--- config.mk ---
export PLATFORM = sky130hd
export DESIGN_NAME = usb_tx_scheduler
export DESIGN_NICKNAME = d
export VERILOG_FILES = /design/src/rtl/usb_tx_scheduler.sv
export SDC_FILE = /design/constraint.sdc
export NUM_CORES = 1
export LEC_CHECK = 0
export CAP_MARGIN = 20
export CORE_MARGIN = 4
export CORE_UTILIZATION = 60
export DETAILED_ROUTE_END_ITERATION = 8
export DONT_BUFFER_PORTS = 1
export PLACE_DENSITY = 0.78
export SKIP_CTS_REPAIR_TIMING = 1
export SYNTH_ARGS = -nofsm -noshare
export SYNTH_HDL_FRONTEND = slang
export SYNTH_SLANG_ARGS = --single-unit
--- constraint.sdc ---
create_clock -name clk -period 3.6 [get_ports clk]
set_clock_uncertainty 0.1 [all_clocks]
set_input_delay 0.72 -clock clk [delete_from_list [all_inputs] [get_ports clk]]
set_output_delay 0.72 -clock clk [all_outputs]
set_load 0.02 [all_outputs]
--- src/rtl/usb_tx_scheduler.sv ---
// rtl/usb_tx_scheduler.sv - round-robin USB transmit channel scheduler
// Grants one source at a time and frames its packet as PID, payload, CRC16 lo/hi.
module usb_tx_scheduler #(
    parameter int NREQ    = 2,
    parameter int MAX_LEN = 64
) (
    input  logic                clk,
    input  logic                reset,
    input  logic [NREQ-1:0]     req,
    input  logic [4*NREQ-1:0]   req_pid,
    input  logic [8*NREQ-1:0]   src_data,
    input  logic [NREQ-1:0]     src_valid,
    input  logic [NREQ-1:0]     src_last,
    input  logic [NREQ-1:0]     src_zlp,
    output logic [NREQ-1:0]     src_ready,
    output logic [NREQ-1:0]     grant,
    output logic                tx_valid,
    output logic [7:0]          tx_data,
    input  logic                tx_ready,
    output logic                busy,
    output logic                pkt_done,
    output logic                len_err
);

    localparam int IW = (NREQ > 1) ? $clog2(NREQ) : 1;
    localparam int CW = $clog2(MAX_LEN + 1);

    typedef enum logic [2:0] {
        S_IDLE   = 3'd0,
        S_PID    = 3'd1,
        S_DATA   = 3'd2,
        S_CRC_LO = 3'd3,
        S_CRC_HI = 3'd4
    } state_t;

    state_t          state_q, state_d;
    logic [IW-1:0]   ptr_q, ptr_d;
    logic [IW-1:0]   gidx_q, gidx_d;
    logic [3:0]      pid_q, pid_d;
    logic            zlp_q, zlp_d;
    logic [15:0]     crc_q, crc_d;
    logic [CW-1:0]   cnt_q, cnt_d;
    logic            pkt_done_q, pkt_done_d;
    logic            len_err_q, len_err_d;

    logic            arb_found;
    logic [IW-1:0]   arb_idx;
    int              arb_j;

    logic            g_valid;
    logic            g_last;
    logic [7:0]      g_data;

    // Reflected USB CRC16 (0xA001), one byte LSB-first.
    function automatic logic [15:0] crc16_byte(input logic [15:0] crc_in, input logic [7:0] b);
        logic [15:0] c;
        c = crc_in ^ {8'h00, b};
        for (int i = 0; i < 8; i++) begin
            c = c[0] ? ((c >> 1) ^ 16'hA001) : (c >> 1);
        end
        return c;
    endfunction

    always_comb begin
        arb_found = 1'b0;
        arb_idx   = '0;
        arb_j     = 0;
        for (int k = 0; k < NREQ; k++) begin
            arb_j = int'(ptr_q) + k;
            if (arb_j >= NREQ) begin
                arb_j = arb_j - NREQ;
            end
            if (!arb_found && req[arb_j]) begin
                arb_found = 1'b1;
                arb_idx   = IW'(arb_j);
            end
        end
    end

    assign g_valid = src_valid[gidx_q];
    assign g_last  = src_last[gidx_q];
    assign g_data  = src_data[int'(gidx_q)*8 +: 8];

    always_comb begin
        state_d    = state_q;
        ptr_d      = ptr_q;
        gidx_d     = gidx_q;
        pid_d      = pid_q;
        zlp_d      = zlp_q;
        crc_d      = crc_q;
        cnt_d      = cnt_q;
        pkt_done_d = 1'b0;
        len_err_d  = 1'b0;
        tx_valid   = 1'b0;
        tx_data    = 8'h00;
        src_ready  = '0;
        case (state_q)
            S_IDLE: begin
                if (arb_found) begin
                    gidx_d  = arb_idx;
                    pid_d   = req_pid[int'(arb_idx)*4 +: 4];
                    zlp_d   = src_zlp[arb_idx];
                    crc_d   = 16'hFFFF;
                    cnt_d   = '0;
                    state_d = S_PID;
                end
            end
            S_PID: begin
                tx_valid = 1'b1;
                tx_data  = {~pid_q, pid_q};
                if (tx_ready) begin
                    state_d = zlp_q ? S_CRC_LO : S_DATA;
                end
            end
            S_DATA: begin
                tx_valid          = g_valid;
                tx_data           = g_data;
                src_ready[gidx_q] = tx_ready;
                if (g_valid && tx_ready) begin
                    crc_d = crc16_byte(crc_q, g_data);
                    cnt_d = cnt_q + 1'b1;
                    if (g_last) begin
                        state_d = S_CRC_LO;
                    end else if (cnt_d == CW'(MAX_LEN)) begin
                        // Truncate: the rest of this source's bytes belong to no packet.
                        state_d   = S_CRC_LO;
                        len_err_d = 1'b1;
                    end
                end
            end
            S_CRC_LO: begin
                tx_valid = 1'b1;
                tx_data  = ~crc_q[7:0];
                if (tx_ready) begin
                    state_d = S_CRC_HI;
                end
            end
            S_CRC_HI: begin
                tx_valid = 1'b1;
                tx_data  = ~crc_q[15:8];
                if (tx_ready) begin
                    pkt_done_d = 1'b1;
                    ptr_d      = (gidx_q == IW'(NREQ - 1)) ? '0 : gidx_q + 1'b1;
                    crc_d      = 16'hFFFF;
                    cnt_d      = '0;
                    state_d    = S_IDLE;
                end
            end
            default: begin
                state_d = S_IDLE;
            end
        endcase
    end

    always_ff @(posedge clk or negedge reset) begin
        if (!reset) begin
            state_q    <= S_IDLE;
            ptr_q      <= '0;
            gidx_q     <= '0;
            pid_q      <= 4'h0;
            zlp_q      <= 1'b0;
            crc_q      <= 16'hFFFF;
            cnt_q      <= '0;
            pkt_done_q <= 1'b0;
            len_err_q  <= 1'b0;
        end else begin
            state_q    <= state_d;
            ptr_q      <= ptr_d;
            gidx_q     <= gidx_d;
            pid_q      <= pid_d;
            zlp_q      <= zlp_d;
            crc_q      <= crc_d;
            cnt_q      <= cnt_d;
            pkt_done_q <= pkt_done_d;
            len_err_q  <= len_err_d;
        end
    end

    assign busy     = (state_q != S_IDLE);
    assign grant    = busy ? ({{(NREQ-1){1'b0}}, 1'b1} << gidx_q) : '0;
    assign pkt_done = pkt_done_q;
    assign len_err  = len_err_q;

endmodule

==> flow_summary.toml, run 1 <==
[power_and_ir_drop]
leakage_nw = 0.9874
p_switching_w = 0.0009932
p_int_w = 0.001243
power_frac_clock_pct = 14.2
vdd_drop_max_mv = 0.5237
pwr-share-seq_pct = 32.2
powerDensity_mw_per_mm2 = 962.5
netSwitchingFraction_pct = 44.41
combPwrFrac_pct = 53.6

[grt]
grtUsageMet1_pct = 29.66
grt_util_all_layers_pct = 24.10
grt_max_degree = 36
grt_pass1_wl_mm = 8.342
grt_use_met3_pct = 5.835
grt_overflow_total = 0
grt_use_met2_pct = 40.88
globalRoute.busiestLayer = "met2"
grt_pass1_vias = 1694
antenna_found_initial = 0

[synthesis]
syn_avg_cell_area_um2 = 9.782
syn_nets = 261
synth.distinct_cells = 36
synth_cells = 225
synth_seq_area_share_pct = 40.70
synth-warning-count = 0
ys_ff_latch = 35
syn_area_mm2 = 0.002201

[timing]
finalHoldViolCount = 0
setup_viol = 0
timing.fmax_mhz = 334.9
period_minus_slack_ps = 2986
slew_headroom_pct = 54.19
fin_crit_sh_pct = 82.94
tightest_slew_ps = 687.1
slew_viol_final = 0
rsz0062_at_grt = "no"
setup-tns-final_ps = 0
fin_hold_ws_ps = 17.42

[worst_setup_path]
critPathMaxFanout = 17
worstPathCellList = "nand2b_1 > nor2_1 > nand2_1 > nor2_1"
slowest_delay_ps = 730
cp.required_ps = 2780
cp.arrival_ps = 2170
slowest_stage = "dfrtp_1"
critical_path_class = "reg2out"
cpMostUsedCell = "nor2_1"
worstSetupEndpointType = "output port"
worstSetupStartpointType = "flip-flop"

[clock_tree]
cts_sinks = 35
clk_latency_ps = 290
cts_tree = "yes"
numCtsBuffers = 5
clk_pin_slew_ps = 70
h-tree-depth = 2
ctsLongestPathBuffers = 2
cts-root-buf = "clkbuf_8"

[routing]
drt_iter0_markers = 145
avgRoutedWirePerCell_um = 18.36
dr_total_vias = 1701
drcViolationCount = 0
finalWirelength_mm = 4.920
firstDrtPassIters = 4
postRouteAntennaNets = 0
via_per_inst = 6.347

[die]
start_util_pct = 63.94
row_count = 21
die_h_um = 68.57
die_w_um = 68.57
top_level_ports = 51
fp.dieArea_mm2 = 0.004701
core_mm2 = 0.003442

[placement]
place_hpwl_mm = 3.638
io_buffers = 0
gp_congestion = 0.8480

[run_status]
status = "finished clean"

[layout]
diodes = 0
final_common_cell = "o21ai_0"
layout.cells.most_common_list = "o21ai_0, nand2_1, o22a_1"
drive_above_1_share_pct = 18.92
fin_nets = 257
area_growth_pct = 5.571
utilization_pct = 67.50

[hold_path]
min_path_type = "in2async"

[flow_run]
cap_violations = 0
[cell families after synthesis]
kind of cell / share of synthesized area [%]
adders and majority gates: 0.5684
AOI/OAI and AO/OA: 20.69
xor gates and xnor gates: 12.51
and+or+nand+nor: 12.34
buffers and inverters: 3.866
muxes: 9.324
DFF: 40.70
[stage by stage]
step,std cells,total power (W),worst slack (ps),instance area [um^2]
finish,268,0.002236,614.2,2323
global route,268,0.002393,376.9,2323
CTS,267,0.002229,648.0,2318
detailed placement,259,0.001898,797.9,2215
global placement,259,0.001834,915.2,2215
floorplan,225,0.001689,1104,2201
[cell usage after synthesis]
master	count	share of area, %
nor3_1	3	0.68
xor3_1	1	1.1
xnor3_2	1	1.1
xnor3_1	1	1.0
o21ai_0	26	5.9
nand2_1	20	3.4
a21oi_1	7	1.6
buf_1	1	0.17
clkbuf_1	11	1.9
mux2_2	4	2.0
o31ai_1	1	0.34
xor2_2	4	3.0
dfstp_2	16	19
mux2_4	4	2.7
ha_1	1	0.57
nor2b_1	2	0.57
a31o_2	1	0.40
and3_1	3	0.85
nor3b_1	2	0.68
nor4_1	2	0.57
inv_1	5	0.85
a21o_1	4	1.4
dfrtp_1	19	22
nand2b_1	6	1.7
o22a_1	20	8.0
o211ai_1	1	0.34
xnor2_1	7	2.8
nand3_1	4	0.91
o21ai_1	1	0.23
o22ai_1	9	2.6
xor2_1	9	3.6
buf_6	1	0.51
nor4b_1	1	0.40
nor2_1	15	2.6
buf_2	2	0.45
mux2i_1	10	4.5
[power groups by stage]
stage               registers, W  logic (W)  clock network, W
floorplan               0.000612    0.00108                 0
CTS                     0.000717    0.00119          0.000322
detailed placement      0.000724    0.00117                 0
global placement        0.000713    0.00112                 0
global route            0.000745    0.00131          0.000342
finish                  0.000720    0.00120          0.000318
[worst max-delay path: cells and delay by family (launching register included)]
kind          cells  cell delay (ps)
simple gates      4             1140
flops             1              730
[sequential cells by signal, summed over array words and instances, names as in the netlist]
name,count
zlp_q,1
pid_q,4
ptr_q,1
gidx_q,1
pkt_done,1
crc_q,16
len_err,1
state_q,3
cnt_q,7
[final cells by class]
cell class / instances / area, um^2
Multi-Input combinational cell: 170 / 1220
Fill cell: 290 / 1119
Sequential cell: 35 / 895.9
Clock buffer: 7 / 96.34
Tap cell: 46 / 57.56
Timing Repair Buffer: 4 / 27.53
Inverter: 5 / 18.77
Clock inverter: 1 / 7.507
[layer usage]
metal | part of all wire [%] | vias to the layer above
li1 | - | 794
met3 | 6.2 | 12
met5 | 0 | -
met1 | 43 | 829
met4 | 2.0 | 0
met2 | 49 | 66
[final timing paths]
check                            from           end  slack (ps)  cells after the start
hold / removal                  reset    state_q[2]          20                      0
min in group clk                zlp_q         zlp_q         410                      2
setup reg to reg               gidx_q      crc_q[0]         790                      6
max in group asynchronous       reset     crc_q[12]        3200                      0
setup / recovery           state_q[1]  src_ready[0]         610                      4
hold reg to reg                 zlp_q         zlp_q         410                      2
Note: power is estimated with default switching activity, not from simulation.
==> inputs of run 2 (changes only) <==
==> constraint.sdc (replaced) <==
create_clock -name clk -period 2.75 [get_ports clk]
set_clock_uncertainty 0.1 [all_clocks]
set_input_delay 0.55 -clock clk [delete_from_list [all_inputs] [get_ports clk]]
set_output_delay 0.55 -clock clk [all_outputs]
set_load 0.02 [all_outputs]
==> run 2 against run 1 <==
Cell count up 2.2%. Cell area up 2.2%. Critical endpoint is now tx_data[7]. Register-to-register slack worse by 580 ps. Clock power up 25%. Highest routed layer unchanged. Critical path type unchanged. Count of clock-buffer cells in the layout unchanged.
==> flow_summary.toml, run 2 (synthesis results as in run 1) <==
[clock_tree]
clk_pin_slew_ps = 70
ctsLongestPathBuffers = 2
h-tree-depth = 2
cts_sinks = 35
clk_latency_ps = 290
cts_tree = "yes"
cts-root-buf = "clkbuf_8"
numCtsBuffers = 5

[worst_setup_path]
worstPathCellList = "buf_4 > mux2_2 > o21ai_0 > o22ai_1"
critical_path_class = "reg2out"
crit_path_end = "tx_data[7]"
critPathLaunch = "gidx_q"
worstSetupStartpointType = "flip-flop"
slowest_stage = "dfrtp_1"
rr_worst_depth = 6
cp.arrival_ps = 1900
slowest_delay_ps = 560
rr_startpoint = "gidx_q"
critPathMaxFanout = 10
worstSetupEndpointType = "output port"
cp.required_ps = 2100
r2r-end = "crc_q[0]"
rrSetupSlack_ps = 210

[routing]
dr_total_vias = 1715
avgRoutedWirePerCell_um = 18.48
postRouteAntennaNets = 0
drt_iter0_markers = 136
via_per_inst = 6.259
finalWirelength_mm = 5.064
drcViolationCount = 0
firstDrtPassIters = 5

[timing]
slew_headroom_pct = 54.35
timing.fmax_mhz = 391.6
slew_viol_final = 0
tightest_slew_ps = 680.2
period_minus_slack_ps = 2553
setup-tns-final_ps = 0
rsz0062_at_grt = "no"
setup_viol = 0
finalHoldViolCount = 0
fin_crit_sh_pct = 92.85
fin_hold_ws_ps = 256.7

[power_and_ir_drop]
leakage_nw = 1.020
vdd_drop_max_mv = 0.6082
power_w = 0.002941
powerDensity_mw_per_mm2 = 1239

[grt]
grt_overflow_total = 0
grt_pass1_wl_mm = 8.376
grt_util_all_layers_pct = 24.37
grt_max_degree = 36
grt_pass1_vias = 1781
antenna_found_initial = 0

[layout]
final_common_cell = "o21ai_0"
fin_nets = 263
fillers = 287
seq_area_um2 = 895.9
diodes = 0
finalInstanceArea_mm2 = 0.002374
drive_above_1_share_pct = 20.18
largest_reg_flops = 16
area_growth_pct = 7.846
reg_top3 = "crc_q x16, cnt_q x7, pid_q x4"
multi_input_area_mm2 = 0.001220
layout.cells.most_common_list = "o21ai_0, nand2_1, o22a_1"
largest-register = "crc_q"

[die]
top_level_ports = 51
die_h_um = 68.57
core_mm2 = 0.003442
row_count = 21
fp.dieArea_mm2 = 0.004701
die_w_um = 68.57
start_util_pct = 63.94

[placement]
placed_area_mm2 = 0.002245
place_hpwl_mm = 3.744
io_buffers = 0
gp_congestion = 0.9232

[hold_path]
min_path_type = "in2reg"

[run_status]
status = "finished clean"

[flow_run]
cap_violations = 0
-- run 2: changes by cell type in the layout (fill, tap and decap cells not counted), sizes merged --
cell         delta
buf             +4
clkinv          +1
dlygate4sd3     +1
clkinvlp        -1
clkbuf          +1
-- run 2: how the worst min path moves through the flow --
stage / from / to / slack, ps / depth (start not counted)
6_report: tx_ready / state_q[2] / 260 / 1
5_1_grt: tx_ready / state_q[2] / 240 / 1
4_1_cts: reset / pkt_done / -170 / 0
3_5_place_dp: reset / pkt_done / 160 / 0
3_3_place_gp: reset / pkt_done / 160 / 0
2_1_floorplan: reset / cnt_q[0] / 150 / 0
-- run 2: worst max-delay path: cells and delay by family (launching register included) --
family                 cells  cell delay, ps
muxes                      1             390
DFF                        1             560
buffers and inverters      1             260
AOI/OAI and AO/OA          2             400
-- run 2: power by group --
part | internal, W | switching, W | leakage [nW]
Combinational | 0.000732 | 0.000917 | 0.553
Sequential | 0.000708 | 0.000188 | 0.419
Clock | 0.000202 | 0.000194 | 0.0482
-- run 2: metal layers --
metal | share of wire [%] | global-route usage [%] | up-vias
met5 | 0 | 0 | -
met4 | 0.89 | 7.692 | 0
met3 | 6.9 | 6.483 | 6
met2 | 52 | 41.95 | 74
met1 | 40 | 29.56 | 830
li1 | - | - | 805
-- run 2: metrics by stage --
stage	setup WS (ps)	std cells	utilization, %
after detailed placement	249.1	263	65.21
after CTS	182.6	271	67.87
after global placement	322.6	263	65.21
after global routing	54.76	274	68.96
final	196.6	274	68.96
after floorplan	423.5	225	-
-- run 2: layout make-up --
| type | instances | share of cell area [%] |
|---|---|---|
| well taps | 46 | 2.425 |
| flip-flops and latches | 35 | 37.74 |
| multi-input cells | 170 | 51.40 |
| inverters | 5 | 0.7907 |
| clock inverters | 1 | 0.2109 |
| repair buffers | 10 | 3.795 |
| clock buffers | 7 | 3.637 |
